File: src/rtl/axis_client_arbiter_if.sv
// Bundle of the client request streams and the shared NoC AXI-Stream master
// port. The master modport is the arbiter's view, the slave modport is the
// view of whatever drives the clients and consumes the NoC stream.
interface axis_client_arbiter_if #(
    parameter int NUM_REQ = 4,
    parameter int DATAW   = 128,
    parameter int DESTW   = 4,
    parameter int USERW   = 66,
    parameter int IDW     = 32,
    parameter int STRBW   = 8
);
    logic [NUM_REQ-1:0]       req_tvalid;
    logic [NUM_REQ-1:0]       req_tready;
    logic [NUM_REQ-1:0]       req_tlast;
    logic [NUM_REQ*DATAW-1:0] req_tdata;
    logic [NUM_REQ*DESTW-1:0] req_tdest;
    logic [NUM_REQ*USERW-1:0] req_tuser;

    logic                     m_tvalid;
    logic                     m_tready;
    logic                     m_tlast;
    logic [DATAW-1:0]         m_tdata;
    logic [DESTW-1:0]         m_tdest;
    logic [USERW-1:0]         m_tuser;
    logic [IDW-1:0]           m_tid;
    logic [STRBW-1:0]         m_tstrb;
    logic [STRBW-1:0]         m_tkeep;

    modport master (
        input  req_tvalid, req_tlast, req_tdata, req_tdest, req_tuser, m_tready,
        output req_tready, m_tvalid, m_tlast, m_tdata, m_tdest, m_tuser,
               m_tid, m_tstrb, m_tkeep
    );

    modport slave (
        output req_tvalid, req_tlast, req_tdata, req_tdest, req_tuser, m_tready,
        input  req_tready, m_tvalid, m_tlast, m_tdata, m_tdest, m_tuser,
               m_tid, m_tstrb, m_tkeep
    );
endinterface

File: src/rtl/axis_client_arbiter.sv
// Packet-granular round-robin arbiter: several client AXI-Stream sources share
// one NoC master port. A grant is taken in a single IDLE cycle and held until
// the tlast handshake, so packets from different clients never interleave.
module axis_client_arbiter #(
    parameter int NUM_REQ   = 4,
    parameter int DATAW     = 128,
    parameter int DESTW     = 4,
    parameter int USERW     = 66,
    parameter int IDW       = 32,
    parameter int STRBW     = 8,
    parameter int MAX_BEATS = 64
) (
    input  logic                       clk,
    input  logic                       rst,
    axis_client_arbiter_if.master      axis,
    output logic [$clog2(NUM_REQ)-1:0] o_grantId,
    output logic                       o_busy,
    output logic                       o_pktErr
);
    localparam int GW  = $clog2(NUM_REQ);
    localparam int BCW = $clog2(MAX_BEATS + 1);

    typedef enum logic {
        IDLE  = 1'b0,
        BURST = 1'b1
    } state_t;

    state_t             r_state;
    state_t             w_nextState;
    logic [GW-1:0]      r_rrPtr;
    logic [GW-1:0]      r_grantId;
    logic [GW-1:0]      w_pick;
    logic [GW-1:0]      w_nextPtr;
    logic               w_anyReq;
    logic [IDW-1:0]     r_tid;
    logic [BCW-1:0]     r_beatCnt;
    logic               r_pktErr;
    logic               w_mTvalid;
    logic               w_mTlast;
    logic [NUM_REQ-1:0] w_reqTready;
    logic               w_beat;

    assign w_anyReq  = |axis.req_tvalid;
    assign w_beat    = w_mTvalid & axis.m_tready;
    assign w_nextPtr = (r_grantId == GW'(NUM_REQ - 1)) ? '0 : r_grantId + 1'b1;

    // Round-robin search: first valid requester at or after the pointer
    always_comb begin
        int   idx;
        logic found;
        w_pick = '0;
        found  = 1'b0;
        idx    = 0;
        for (int i = 0; i < NUM_REQ; i++) begin
            idx = int'(r_rrPtr) + i;
            if (idx >= NUM_REQ) begin
                idx = idx - NUM_REQ;
            end
            if (!found && axis.req_tvalid[GW'(idx)]) begin
                found  = 1'b1;
                w_pick = GW'(idx);
            end
        end
    end

    // Next-state logic and routing of the granted client onto the master port
    always_comb begin
        w_nextState = r_state;
        w_mTvalid   = 1'b0;
        w_mTlast    = 1'b0;
        w_reqTready = '0;
        case (r_state)
            IDLE: begin
                if (w_anyReq) begin
                    w_nextState = BURST;
                end
            end
            BURST: begin
                w_mTvalid              = axis.req_tvalid[r_grantId];
                w_mTlast               = axis.req_tlast[r_grantId];
                w_reqTready[r_grantId] = axis.m_tready;
                if (w_mTvalid && axis.m_tready && w_mTlast) begin
                    w_nextState = IDLE;
                end
            end
            default: begin
                w_nextState = IDLE;
            end
        endcase
        if (rst) begin
            w_mTvalid   = 1'b0;
            w_reqTready = '0;
        end
    end

    // State register
    always_ff @(posedge clk) begin
        if (rst) begin
            r_state <= IDLE;
        end else begin
            r_state <= w_nextState;
        end
    end

    // Grant capture, beat counting, overlong-packet flag, pointer and packet id
    always_ff @(posedge clk) begin
        if (rst) begin
            r_rrPtr   <= '0;
            r_grantId <= '0;
            r_tid     <= '0;
            r_beatCnt <= '0;
            r_pktErr  <= 1'b0;
        end else if (r_state == IDLE) begin
            if (w_anyReq) begin
                r_grantId <= w_pick;
                r_beatCnt <= '0;
            end
        end else if (w_beat) begin
            if (r_beatCnt != BCW'(MAX_BEATS)) begin
                r_beatCnt <= r_beatCnt + 1'b1;
            end
            if (!w_mTlast && (r_beatCnt >= BCW'(MAX_BEATS - 1))) begin
                r_pktErr <= 1'b1;
            end
            if (w_mTlast) begin
                r_rrPtr <= w_nextPtr;
                r_tid   <= r_tid + 1'b1;
            end
        end
    end

    assign axis.req_tready = w_reqTready;
    assign axis.m_tvalid   = w_mTvalid;
    assign axis.m_tlast    = w_mTlast;
    assign axis.m_tdata    = axis.req_tdata[int'(r_grantId) * DATAW +: DATAW];
    assign axis.m_tdest    = axis.req_tdest[int'(r_grantId) * DESTW +: DESTW];
    assign axis.m_tuser    = axis.req_tuser[int'(r_grantId) * USERW +: USERW];
    assign axis.m_tid      = r_tid;
    assign axis.m_tstrb    = '0;
    assign axis.m_tkeep    = '0;

    assign o_grantId = r_grantId;
    assign o_busy    = (r_state == BURST);
    assign o_pktErr  = r_pktErr;
endmodule

File: src/flat_wrapper.sv
// flat-port wrapper written by rule: the top's interface ports become plain ports
module axis_client_arbiter_flat 
#(
    parameter int NUM_REQ   = 4,
    parameter int DATAW     = 128,
    parameter int DESTW     = 4,
    parameter int USERW     = 66,
    parameter int IDW       = 32,
    parameter int STRBW     = 8,
    parameter int MAX_BEATS = 64
)
  (clk, rst, o_grantId, o_busy, o_pktErr, axis_req_tvalid, axis_req_tlast, axis_req_tdata, axis_req_tdest, axis_req_tuser, axis_m_tready, axis_req_tready, axis_m_tvalid, axis_m_tlast, axis_m_tdata, axis_m_tdest, axis_m_tuser, axis_m_tid, axis_m_tstrb, axis_m_tkeep);
  axis_client_arbiter_if #(.NUM_REQ(NUM_REQ), .DATAW(DATAW), .DESTW(DESTW), .USERW(USERW), .IDW(IDW), .STRBW(STRBW)) axis_i ();
  input  logic clk;
  input  logic rst;
  output logic [$clog2(NUM_REQ)-1:0] o_grantId;
  output logic o_busy;
  output logic o_pktErr;
  input wire logic [$bits(axis_i.req_tvalid)-1:0] axis_req_tvalid;
  input wire logic [$bits(axis_i.req_tlast)-1:0] axis_req_tlast;
  input wire logic [$bits(axis_i.req_tdata)-1:0] axis_req_tdata;
  input wire logic [$bits(axis_i.req_tdest)-1:0] axis_req_tdest;
  input wire logic [$bits(axis_i.req_tuser)-1:0] axis_req_tuser;
  input wire logic [$bits(axis_i.m_tready)-1:0] axis_m_tready;
  output wire logic [$bits(axis_i.req_tready)-1:0] axis_req_tready;
  output wire logic [$bits(axis_i.m_tvalid)-1:0] axis_m_tvalid;
  output wire logic [$bits(axis_i.m_tlast)-1:0] axis_m_tlast;
  output wire logic [$bits(axis_i.m_tdata)-1:0] axis_m_tdata;
  output wire logic [$bits(axis_i.m_tdest)-1:0] axis_m_tdest;
  output wire logic [$bits(axis_i.m_tuser)-1:0] axis_m_tuser;
  output wire logic [$bits(axis_i.m_tid)-1:0] axis_m_tid;
  output wire logic [$bits(axis_i.m_tstrb)-1:0] axis_m_tstrb;
  output wire logic [$bits(axis_i.m_tkeep)-1:0] axis_m_tkeep;
  assign axis_i.req_tvalid = axis_req_tvalid;
  assign axis_i.req_tlast = axis_req_tlast;
  assign axis_i.req_tdata = axis_req_tdata;
  assign axis_i.req_tdest = axis_req_tdest;
  assign axis_i.req_tuser = axis_req_tuser;
  assign axis_i.m_tready = axis_m_tready;
  assign axis_req_tready = axis_i.req_tready;
  assign axis_m_tvalid = axis_i.m_tvalid;
  assign axis_m_tlast = axis_i.m_tlast;
  assign axis_m_tdata = axis_i.m_tdata;
  assign axis_m_tdest = axis_i.m_tdest;
  assign axis_m_tuser = axis_i.m_tuser;
  assign axis_m_tid = axis_i.m_tid;
  assign axis_m_tstrb = axis_i.m_tstrb;
  assign axis_m_tkeep = axis_i.m_tkeep;
  axis_client_arbiter #(.NUM_REQ(NUM_REQ), .DATAW(DATAW), .DESTW(DESTW), .USERW(USERW), .IDW(IDW), .STRBW(STRBW), .MAX_BEATS(MAX_BEATS)) u_core (.clk(clk), .rst(rst), .axis(axis_i), .o_grantId(o_grantId), .o_busy(o_busy), .o_pktErr(o_pktErr));
endmodule
File: config.mk
export PLATFORM = sky130hd
export DESIGN_NAME = axis_client_arbiter_flat
export DESIGN_NICKNAME = d
export VERILOG_FILES = /design/src/rtl/axis_client_arbiter_if.sv /design/src/rtl/axis_client_arbiter.sv /design/src/flat_wrapper.sv
export SDC_FILE = /design/constraint.sdc
export NUM_CORES = 1
export LEC_CHECK = 0
export ABC_AREA = 0
export CORE_AREA = 2 2 415 417
export DETAILED_ROUTE_END_ITERATION = 7
export DIE_AREA = 0 0 417 419
export GPL_TIMING_DRIVEN = 0
export PLACE_DENSITY = 0.3
export RECOVER_POWER = 100
export SLEW_MARGIN = 20
export SYNTH_ARGS = -nofsm -noshare
export SYNTH_HDL_FRONTEND = slang
export SYNTH_SLANG_ARGS = --single-unit
File: constraint.sdc
create_clock -name clk -period 4.5 [get_ports clk]
set_input_delay 0.9 -clock clk [delete_from_list [all_inputs] [get_ports clk]]
set_output_delay 0.9 -clock clk [all_outputs]
set_load 0.005 [all_outputs]
==> impl_metrics.prom, run 1 <==
# TYPE chip_impl_metric gauge
chip_impl_info{name="outcome",value="complete, no violations"} 1
chip_impl_metric{name="least_margin_pin_slew",unit="ns"} 0.914
chip_impl_metric{name="synth_sequential_area_ratio",unit="%"} 12.8
chip_impl_metric{name="route.detailed.drc",unit=""} 0
chip_impl_metric{name="design.core.area",unit="um2"} 171000
chip_impl_metric{name="chipHeight",unit="um"} 419
chip_impl_metric{name="clock_latency",unit="ns"} 0.30
chip_impl_metric{name="post_synth_instance_area",unit="um2"} 7050
chip_impl_metric{name="number_of_flops_mapped_to_enable_cells_by_yosys",unit=""} 0
chip_impl_metric{name="gpl.final_weighted_congestion",unit=""} 0.821
chip_impl_info{name="yosys-top-cells-area",value="sky130_fd_sc_hd__mux4_2 64%, sky130_fd_sc_hd__dfxtp_1 13%, sky130_fd_sc_hd__xor2_1 3.2%"} 1
chip_impl_metric{name="floorplan.die.width",unit="um"} 417
chip_impl_metric{name="timing.critical_path.fanout_max",unit=""} 10
chip_impl_metric{name="synth-seq-cells",unit=""} 45
chip_impl_metric{name="final_antenna_net_count",unit=""} 0
chip_impl_metric{name="crit_required",unit="ns"} 3.60
chip_impl_info{name="endpoint_kind",value="output port"} 1
chip_impl_metric{name="fp.dieArea",unit="um2"} 175000
chip_impl_metric{name="pwr-share-clk",unit="%"} 17.3
chip_impl_metric{name="detail_route.vias_per_cell",unit=""} 2.75
chip_impl_metric{name="worst_ep_arrival_time",unit="ns"} 3.45
chip_impl_metric{name="syn_to_final_growth",unit="%"} 194
chip_impl_metric{name="netlist-cell-type-count",unit=""} 37
chip_impl_metric{name="maxClockFrequency",unit="MHz"} 230
chip_impl_metric{name="clkSlewWorstSetupHoldPaths",unit="ns"} 0.07
chip_impl_info{name="rsz_0062_raised_after_global_routing",value="no"} 1
chip_impl_metric{name="grt_overflow",unit=""} 0
chip_impl_info{name="post_synth_most_frequent_cells",value="200 x sky130_fd_sc_hd__mux4_2, 45 x sky130_fd_sc_hd__dfxtp_1, 39 x sky130_fd_sc_hd__nor2_1"} 1
chip_impl_metric{name="clock-skew-final",unit="ns"} 0.00982
chip_impl_metric{name="max_slew_margin",unit="%"} 39.0
chip_impl_metric{name="cts-buffers-inserted",unit=""} 5
chip_impl_metric{name="post_cts_resize_count",unit=""} 10
chip_impl_metric{name="final_min_period_over_clock_period",unit="%"} 96.8
chip_impl_metric{name="switching_portion_of_total_power",unit="%"} 33.7
chip_impl_metric{name="dpl.hpwl",unit="mm"} 113
chip_impl_metric{name="layout_min_cycle_time",unit="ns"} 4.35
chip_impl_metric{name="placedCellCount",unit=""} 3823
chip_impl_info{name="cts_root_buf",value="sky130_fd_sc_hd__clkbuf_16"} 1
chip_impl_metric{name="pwr_density_cell",unit="nW/um2"} 138
chip_impl_metric{name="total_leakage_power",unit="nW"} 6.54
chip_impl_metric{name="wl_per_cell",unit="um"} 31.6
chip_impl_metric{name="seqPwrFrac",unit="%"} 14.3
chip_impl_info{name="critical_path_class",value="flip-flop to output port"} 1
chip_impl_metric{name="cts_buffer_depth",unit=""} 2
chip_impl_info{name="post-synth-top-count-cell",value="sky130_fd_sc_hd__mux4_2"} 1
chip_impl_info{name="timing.critical_path.from_type",value="flip-flop"} 1
chip_impl_info{name="synthFlopType",value="sky130_fd_sc_hd__dfxtp_1"} 1
chip_impl_metric{name="grt_pass1_vias",unit=""} 10900
chip_impl_metric{name="p_int",unit="mW"} 1.89
chip_impl_metric{name="placement_rows",unit=""} 152
chip_impl_metric{name="globalRouteTotalUtil",unit="%"} 13.3
chip_impl_metric{name="p_comb_share",unit="%"} 68.4
chip_impl_metric{name="first_pass_iters",unit=""} 4
chip_impl_metric{name="postCtsHoldBufs",unit=""} 0
chip_impl_metric{name="drive_gt1_share",unit="%"} 16.5
chip_impl_metric{name="report.power.total",unit="mW"} 2.85
chip_impl_info{name="clock_tree_from_tritoncts",value="built"} 1
chip_impl_metric{name="timing.max_cap.violations",unit=""} 0
chip_impl_metric{name="cts.repair_timing.setup_buffer_count",unit=""} 0
chip_impl_metric{name="globalRouteMet1Util",unit="%"} 15.1
chip_impl_metric{name="dr_total_vias",unit=""} 10600
chip_impl_metric{name="grt_pass1_wl",unit="mm"} 145
chip_impl_metric{name="final_setup_violating_endpoints",unit=""} 0
chip_impl_metric{name="max-vdd-ir-drop",unit="uV"} 165
chip_impl_info{name="busiest_layer",value="met2"} 1
chip_impl_metric{name="met2_grt_util",unit="%"} 23.0
chip_impl_metric{name="ioPinCount",unit=""} 1059
chip_impl_metric{name="numPortBuffers",unit=""} 1042
chip_impl_info{name="synth_largest_area_cell",value="sky130_fd_sc_hd__mux4_2"} 1
chip_impl_metric{name="route.final.wire_length",unit="mm"} 122
chip_impl_metric{name="maxSlewViolCount",unit=""} 0
chip_impl_metric{name="final_hold_fails",unit=""} 0
chip_impl_metric{name="starting_density_of_the_core",unit="%"} 4.13
chip_impl_metric{name="tns",unit="ns"} 0
chip_impl_metric{name="initialDrtViolationCount",unit=""} 613
chip_impl_metric{name="finalNetCount",unit=""} 2407
chip_impl_metric{name="cts.sink_count",unit=""} 45
chip_impl_metric{name="synthesis.instances",unit=""} 530
chip_impl_metric{name="use_met3",unit="%"} 5.55
chip_impl_metric{name="initial_antenna_violation_count",unit=""} 133
chip_impl_info{name="timing.hold.worst.class",value="flip-flop to flip-flop"} 1
chip_impl_metric{name="async_reset_ff_share",unit="%"} 0
chip_impl_metric{name="post_layout_cell_count",unit=""} 3857
chip_impl_metric{name="final_core_utilization",unit="%"} 12.1
chip_impl_metric{name="cts-htree-levels",unit=""} 2
chip_impl_metric{name="synthesis.yosys.warnings",unit=""} 0
chip_impl_metric{name="syn_area_per_cell",unit="um2"} 13.3
chip_impl_metric{name="grt_max_degree",unit=""} 15
chip_impl_metric{name="net-switching-power",unit="uW"} 961
chip_impl_metric{name="synthDominantCellAreaShare",unit="%"} 63.9
## worst paths after layout
check,startpoint,end,slack [ns],depth (start not counted)
worst max-delay path,u_core.o_grantId[1]$_SDFFE_PP0P_,axis_m_tuser[17],0.15,4
worst min-delay path,u_core.r_rrPtr[0]$_SDFFE_PP0P_,u_core.r_rrPtr[0]$_SDFFE_PP0P_,0.51,2
worst max register to register,u_core.o_grantId[0]$_SDFFE_PP0P_,u_core.axis.m_tid[27]$_SDFFE_PP0P_,1.74,8
worst min register to register,u_core.r_rrPtr[0]$_SDFFE_PP0P_,u_core.r_rrPtr[0]$_SDFFE_PP0P_,0.51,2
## critical path: stages, from the launching register on
cell and delay [ns]:
sky130_fd_sc_hd__dfxtp_2 0.63, sky130_fd_sc_hd__clkbuf_2 0.49, sky130_fd_sc_hd__clkbuf_2 0.60, sky130_fd_sc_hd__mux4_2 0.59
sky130_fd_sc_hd__dlygate4sd3_1 0.76
## layout by cell type (no fill, tap or decap), types with 5 or more instances in the layout
cell type                         Yosys  routed
sky130_fd_sc_hd__buf_2               24       6
sky130_fd_sc_hd__conb_1               1      16
sky130_fd_sc_hd__nand3_1             23      23
sky130_fd_sc_hd__mux4_2             200     200
sky130_fd_sc_hd__clkbuf_1            33      24
sky130_fd_sc_hd__inv_1                7       7
sky130_fd_sc_hd__nand4_1             13      13
sky130_fd_sc_hd__xor2_1              26      26
sky130_fd_sc_hd__buf_4               16      21
sky130_fd_sc_hd__nand2_1             20      20
sky130_fd_sc_hd__and4_1               6       6
sky130_fd_sc_hd__ha_1                 7       7
sky130_fd_sc_hd__clkdlybuf4s50_1      0     831
sky130_fd_sc_hd__and3_1               7       7
sky130_fd_sc_hd__dlygate4sd3_1        0     211
sky130_fd_sc_hd__clkbuf_16            0       5
sky130_fd_sc_hd__a21oi_1             15      15
sky130_fd_sc_hd__clkbuf_2             0      20
sky130_fd_sc_hd__and2_1               8       7
sky130_fd_sc_hd__dfxtp_1             45      44
sky130_fd_sc_hd__nor2_1              39      39
sky130_fd_sc_hd__diode_2              0      26
## metal layers
metal | wire length (um) | part of all wire [%]
met5 | 570 | 0.47
met4 | 2910 | 2.4
met3 | 11300 | 9.3
met2 | 60700 | 50
met1 | 46400 | 38
## logic make-up (layout without fill, tap and decap cells)
| kind of cell | Yosys count | count (layout) | synth area share, % |
|---|---|---|---|
| muxes | 200 | 200 | 63.9 |
| xor gates and xnor gates | 29 | 29 | 3.60 |
| AOI/OAI and AO/OA | 34 | 34 | 3.04 |
| and+or+nand+nor | 133 | 133 | 9.68 |
| other | 1 | 42 | 0.0532 |
| DFF | 45 | 45 | 12.8 |
| adders and majority gates | 7 | 7 | 1.24 |
| buffers and inverters | 81 | 1134 | 5.70 |
## layout make-up
class | instances | area [um2]
Buffer | 74 | 400
Fill cell | 19400 | 150000
Clock inverter | 3 | 65.1
Multi-Input combinational cell | 419 | 5800
Sequential cell | 45 | 902
Inverter | 7 | 26.3
Timing Repair Buffer | 1045 | 10500
Tap cell | 2233 | 2790
Clock buffer | 5 | 125
Antenna cell | 26 | 65.1
## flip-flops by register name (all words and copies together), names as in the netlist
register	count
u_core.o_pktErr	1
u_core.o_grantId	2
u_core.o_busy	1
u_core.r_rrPtr	2
u_core.r_beatCnt	7
u_core.axis.m_tid	32
## stage by stage
step           worst slack [ns]  cell area [um2]  hold WS, ns
2_1_floorplan              1.93             7100        0.459
3_3_place_gp              -1.33            20300        0.503
3_5_place_dp             -0.459            20400        0.498
4_1_cts                  0.0197            20600        0.509
5_1_grt                  0.0198            20600        0.532
6_report                  0.146            20700        0.509
## power groups by stage
stage / logic, mW / clock network [mW] / registers, mW
floorplan: 0.478 / 0 / 0.413
global placement: 2.07 / 0 / 0.417
detailed placement: 2.07 / 0 / 0.417
CTS: 2.09 / 0.513 / 0.408
global route: 2.06 / 0.522 / 0.408
finish: 1.95 / 0.495 / 0.407
Note: power is estimated with default switching activity, not from simulation.
==> run 2, diff against run 1 <==
Settings changed: HOLD_SLACK_MARGIN from default to 0.15.
==> results of run 2 <==
Same layout as run 1: the final DEF is identical, and so are final timing and power.
==> run 3, diff against run 2 <==
Settings changed: CAP_MARGIN from default to 10.
==> results of run 3 <==
Same layout as run 1: the final DEF is identical, and so are final timing and power.
